===== src/rtl/sim_clock_monitor.sv =====
`default_nettype none
// ============================================================================
// Module  : sim_clock_monitor
// Brief   : Measures the period of the slow simulation clock in clk_50Mhz
//           cycles and reports lock/loss. Optional duty-cycle check is
//           enabled by defining SIM_CLOCK_MONITOR_DUTY_CHECK_EN.
// Revision: 1.0
// ============================================================================
module sim_clock_monitor #(
  parameter int EXPECTED_PERIOD = 252,
  parameter int TOLERANCE       = 2,
  parameter int LOCK_COUNT      = 4,
  parameter int TIMEOUT         = 1023
) (
  input  logic        clk_50Mhz,
  input  logic        reset_n,
  input  logic        clk_in,
  output logic [15:0] period_count,
  output logic        period_valid,
  output logic        locked,
  output logic        lost,
  output logic [7:0]  error_count,
  output logic        duty_err
);

  localparam int GW = $clog2(LOCK_COUNT + 1);

  localparam logic [15:0]   c_timeout  = 16'(TIMEOUT);
  localparam logic [15:0]   c_per_min  = 16'(EXPECTED_PERIOD - TOLERANCE);
  localparam logic [15:0]   c_per_max  = 16'(EXPECTED_PERIOD + TOLERANCE);
  localparam logic [GW-1:0] c_lock     = GW'(LOCK_COUNT);

  typedef enum logic [1:0] {
    S_IDLE    = 2'd0,
    S_ACQUIRE = 2'd1,
    S_LOCKED  = 2'd2,
    S_LOST    = 2'd3
  } state_t;

  logic          r_sync1;
  logic          r_sync2;
  logic          r_prev;
  logic [15:0]   r_cnt;
  state_t        r_state;
  state_t        w_state_nxt;
  logic [GW-1:0] r_good_cnt;
  logic [GW-1:0] w_good_nxt;
  logic [GW-1:0] w_good_inc;
  logic          w_rise;
  logic          w_fall;
  logic          w_timeout;
  logic          w_in_tol;
  logic          w_period_good;
  logic          w_capture;
  logic          w_bad;
  logic          w_duty_fail;

  assign w_rise     = r_sync2 & ~r_prev;
  assign w_fall     = ~r_sync2 & r_prev;
  // A rise on the same cycle as the timeout wins, so the period is still measured.
  assign w_timeout  = ~w_rise & (r_cnt == (c_timeout - 16'd1));
  assign w_in_tol   = (r_cnt >= c_per_min) && (r_cnt <= c_per_max);
  assign w_good_inc = r_good_cnt + 1'b1;
  assign w_period_good = w_in_tol & ~((r_state == S_LOCKED) & w_duty_fail);

  always_comb begin
    w_state_nxt = r_state;
    w_good_nxt  = r_good_cnt;
    w_capture   = 1'b0;
    w_bad       = 1'b0;
    case (r_state)
      S_IDLE: begin
        if (w_rise) begin
          w_state_nxt = S_ACQUIRE;
          w_good_nxt  = '0;
        end else if (w_timeout) begin
          w_state_nxt = S_LOST;
        end
      end
      S_ACQUIRE: begin
        if (w_rise) begin
          w_capture = 1'b1;
          if (w_period_good) begin
            if (w_good_inc >= c_lock) begin
              w_state_nxt = S_LOCKED;
              w_good_nxt  = c_lock;
            end else begin
              w_good_nxt  = w_good_inc;
            end
          end else begin
            w_good_nxt = '0;
            w_bad      = 1'b1;
          end
        end else if (w_timeout) begin
          w_state_nxt = S_LOST;
        end
      end
      S_LOCKED: begin
        if (w_rise) begin
          w_capture = 1'b1;
          if (!w_period_good) begin
            w_state_nxt = S_ACQUIRE;
            w_good_nxt  = '0;
            w_bad       = 1'b1;
          end
        end else if (w_timeout) begin
          w_state_nxt = S_LOST;
        end
      end
      S_LOST: begin
        // The partial period straddling the recovery is not measured.
        if (w_rise) begin
          w_state_nxt = S_ACQUIRE;
          w_good_nxt  = '0;
        end
      end
      default: w_state_nxt = S_IDLE;
    endcase
  end

  always_ff @(posedge clk_50Mhz) begin
    if (!reset_n) begin
      r_sync1      <= 1'b0;
      r_sync2      <= 1'b0;
      r_prev       <= 1'b0;
      r_cnt        <= '0;
      r_state      <= S_IDLE;
      r_good_cnt   <= '0;
      period_count <= '0;
      period_valid <= 1'b0;
      locked       <= 1'b0;
      lost         <= 1'b0;
      error_count  <= '0;
    end else begin
      r_sync1 <= clk_in;
      r_sync2 <= r_sync1;
      r_prev  <= r_sync2;
      if (w_rise) begin
        r_cnt <= 16'd1;
      end else if (r_cnt != c_timeout) begin
        r_cnt <= r_cnt + 16'd1;
      end
      r_state      <= w_state_nxt;
      r_good_cnt   <= w_good_nxt;
      period_valid <= w_capture;
      if (w_capture) begin
        period_count <= r_cnt;
      end
      locked <= (w_state_nxt == S_LOCKED);
      lost   <= (w_state_nxt == S_LOST);
      if (w_bad && (error_count != 8'hFF)) begin
        error_count <= error_count + 8'd1;
      end
    end
  end

`ifdef SIM_CLOCK_MONITOR_DUTY_CHECK_EN
  localparam logic [15:0] c_hi_min = 16'((EXPECTED_PERIOD / 2) - TOLERANCE);
  localparam logic [15:0] c_hi_max = 16'((EXPECTED_PERIOD / 2) + TOLERANCE);

  logic [15:0] r_hi_cnt;

  // High time counts the rise cycle itself, so a symmetric input yields period/2.
  always_ff @(posedge clk_50Mhz) begin
    if (!reset_n) begin
      r_hi_cnt <= '0;
      duty_err <= 1'b0;
    end else begin
      if (w_rise) begin
        r_hi_cnt <= 16'd1;
      end else if (r_sync2 && (r_hi_cnt != 16'hFFFF)) begin
        r_hi_cnt <= r_hi_cnt + 16'd1;
      end
      if (w_fall) begin
        duty_err <= (r_hi_cnt < c_hi_min) || (r_hi_cnt > c_hi_max);
      end
    end
  end

  assign w_duty_fail = duty_err;
`else
  assign duty_err    = 1'b0;
  assign w_duty_fail = 1'b0;
`endif

endmodule
`default_nettype wire


===== config.mk =====
export PLATFORM = sky130hd
export DESIGN_NAME = sim_clock_monitor
export DESIGN_NICKNAME = d
export VERILOG_FILES = /design/src/rtl/sim_clock_monitor.sv
export SDC_FILE = /design/constraint.sdc
export NUM_CORES = 1
export LEC_CHECK = 0
export CORE_MARGIN = 3
export CORE_UTILIZATION = 45
export DETAILED_ROUTE_END_ITERATION = 8
export DONT_BUFFER_PORTS = 1
export GPL_TIMING_DRIVEN = 0
export PLACE_DENSITY = 0.64
export SLEW_MARGIN = 5
export SYNTH_ARGS = -nofsm -noshare
export SYNTH_HDL_FRONTEND = slang
export SYNTH_SLANG_ARGS = --single-unit

===== constraint.sdc =====
create_clock -name clk_50Mhz -period 2.07 [get_ports clk_50Mhz]
set_clock_uncertainty 0.05 [all_clocks]
set_input_delay 0.207 -clock clk_50Mhz [delete_from_list [all_inputs] [get_ports clk_50Mhz]]
set_output_delay 0.207 -clock clk_50Mhz [all_outputs]
set_load 0.005 [all_outputs]

==> impl_results.md <==
- Post-synth EDFFs: 0
- Most common cell in the synthesized netlist: dfxtp_1
- Nets: 300
- Power per cell area: 747 mW/mm^2
- Clk network pwr share: 41.7%
- # DRC: 0
- Clk slew on worst S/H paths: 90 ps
- Int Pwr: 0.00153 W
- Avg Cell Area, Syn: 8.48 um^2
- Die width: 78.5 um
- Deepest clock path buffer count: 2
- Worst-Margin Slew: 509 ps
- CTS tree: done
- Share of cells above drive strength 1: 12.8%
- Diode count: 0
- I/O Pins: 31
- Cell Rows: 25
- Sequential area share after synthesis: 43.1%
- H-tree depth: 2
- Post-synthesis compound-gate area fraction: 12.8%
- Rel. slew slack: 66.1%
- Hold Slack: 126 ps
- CP arrival: 2090 ps
- Worst Setup Start Kind: flip-flop
- CP Capture Type: flip-flop
- Syn Inst Count: 279
- Initial Util: 48.2%
- Largest net degree at the start of global routing: 17
- Multiplexer area fraction after synthesis: 0%
- Tmin final: 1940 ps
- Antenna Violating Nets Remaining: 0
- Hold Path Class: input pin to flip-flop
- Number of global-route vias before repair: 1741
- Vias per cell: 5.30
- Dpl hpwl: 3.41 mm
- Crit path kind: flip-flop to flip-flop
- Worst path required time: 2220 ps
- Simple-gate share of the synthesized area: 29.5%
- Layout area overhead: 11.9%
- Max cap viols: 0
- Final core occ: 54.0%
- Final wirelength: 4.99 mm
- P_leak: 0.972 nW
- Syn Nets: 290
- Finish-stage setup viols: 0
- Area of the die: 0.00617 mm^2
- Overflow after GRT: 0
- Via count: 1891
- Switch share: 22.5%
- Dominant cells by area after synthesis: dfxtp_1, nand2_1, a21oi_1, ha_1, nor2_1
- Post-Synth XOR/XNOR Area: 6.29%
- Final Hold Fails: 0
- Placer congestion estimate: 0.873
- Fmax: 514 MHz
- Buffers on Ports: 0
- Main combinational cell family by area after synthesis: simple AND/OR/NAND/NOR gates
- Final Instance Count excl. Fillers: 357
- Num CTS Buffers: 5
- Synth async-reset ratio: 0%
- Synth top cells by count: dfxtp_1, nand2_1, a21oi_1
- Drt initial violations: 62
- Initial antenna violation count: 0
- Inst Count DP: 346
- Switching power: 0.000445 W
- First-pass GRT wire length: 8.45 mm
- Clock latency on the worst-skew pair: 310 ps
- Crit Path Max Fanout: 5
- Final Cycle Share: 93.9%
- Post-synth top area share: 43.1%
- Drt wl/cell: 14.0 um
- Yosys warns: 0
- Die Y: 78.5 um
- Yosys cell types: 50
- Status: complete, no violations
- Dominant cell type by area after synthesis: dfxtp_1
- Synthesized flop and latch total: 51
- RSZ-0062 raised after global routing: no
- Post-Synth Adder-Cell Area: 4.23%
- VDD IR-drop max: 0.000366 V
- Main flop type after synthesis: dfxtp_1
- DR pass1 iterations: 4
- GR Util All Layers: 17.1%
- Total negative slack: 0 ps
- Gate power share: 7.4%
- Final Power: 0.00198 W
- Core ar.: 0.00491 mm^2
- Clock sinks: 51
- Slew Limit Fails: 0
- Clock root buffer: clkbuf_8
- Netlist Area Pre-Place: 0.00237 mm^2
- Flop pwr share: 51.0%
-- final cells by class --
class,count,area [um^2]
Clock inverter,3,67.6
Timing Repair Buffer,3,25.0
Fill cell,471,2260
Tap cell,67,83.8
Buffer,11,68.8
Inverter,7,26.3
Clock buffer,5,68.8
Sequential cell,51,1030
Multi-Input combinational cell,210,1280
-- logic make-up after synthesis --
| kind of cell | Yosys count |
|---|---|
| AND/OR/NAND/NOR | 136 |
| adder cells (fa/ha/maj) | 8 |
| other | 1 |
| XOR/XNOR | 17 |
| buffers and inverters | 18 |
| flip-flops | 51 |
| AO/OA/AOI/OAI | 48 |
-- registers in the layout, indices dropped and copies added, names as in the netlist --
name          flops
r_prev            1
locked            1
period_valid      1
r_state           2
lost              1
error_count       8
period_count     16
r_cnt            16
r_sync2           1
r_good_cnt        3
r_sync1           1
-- critical path, cell delays in order (launching register included) --
cell,delay (ps)
dfxtp_2,390
inv_1,60
ha_1,240
o31ai_4,280
nor2_2,90
or4_4,530
nor3_2,150
a211oi_2,60
-- power by group through the flow --
| stage | Clock, W | Combinational (W) | Sequential, W |
|---|---|---|---|
| 2_1_floorplan | 0 | 0.000103 | 0.00103 |
| 3_3_place_gp | 0 | 0.000129 | 0.00103 |
| 3_5_place_dp | 0 | 0.000130 | 0.00103 |
| 4_1_cts | 0.000844 | 0.000143 | 0.00101 |
| 5_1_grt | 0.000879 | 0.000163 | 0.00101 |
| 6_report | 0.000825 | 0.000146 | 0.00101 |
-- metal layers --
metal | global-route usage, % | vias to the layer above | part of all wire (%) | wire [um]
met1 | 22.9 | 857 | 49 | 2460
li1 | - | 975 | - | -
met3 | 4.59 | 8 | 4.7 | 233
met2 | 26.1 | 51 | 44 | 2210
met5 | 0 | - | 0 | 0
met4 | 6.64 | 0 | 1.8 | 88
-- what timing repair did --
action | 4_1_cts | 5_1_grt
endpoints found under the hold margin | 1 | 0
hold buffers | 1 | 0
pin swaps | 1 | 1
buffers inserted | 2 | 0
resized for setup | 0 | 11
setup endpoints to repair | 1 | 22
-- through the flow --
stage	cell area, um^2	setup slack [ps]
finish	2650	125
floorplan	2370	129
global placement	2450	-24.2
detailed placement	2450	-12.2
CTS	2610	11.5
global route	2650	21.2
-- worst paths after layout --
kind                                from             end  slack, ps  depth (start not counted)
worst max-delay path            r_cnt[0]  error_count[6]        130                          7
worst min-delay path             reset_n         r_sync2        130                          2
worst max register to register  r_cnt[0]  error_count[6]        130                          7
worst min register to register   r_sync1         r_sync2        390                          1
-- placed cells by master (no fill, tap or decap), types with 2 or more instances in the layout --
| master | n |
|---|---|
| nor2b_1 | 3 |
| nor4_1 | 2 |
| nor3_2 | 3 |
| dfxtp_1 | 47 |
| a211oi_1 | 2 |
| a21oi_1 | 25 |
| and2_1 | 7 |
| dfxtp_2 | 4 |
| ha_1 | 8 |
| nor3_1 | 6 |
| o21ai_0 | 10 |
| bufinv_16 | 2 |
| inv_1 | 6 |
| xor2_1 | 9 |
| clkbuf_8 | 6 |
| nor4_4 | 2 |
| nor2_1 | 23 |
| xnor2_1 | 8 |
| buf_4 | 3 |
| nand4_1 | 2 |
| nand2b_1 | 5 |
| and3_1 | 5 |
| or3_1 | 3 |
| nand3_1 | 17 |
| clkbuf_1 | 4 |
| nand2_1 | 48 |
No activity file was read; power rests on OpenSTA's default activity.
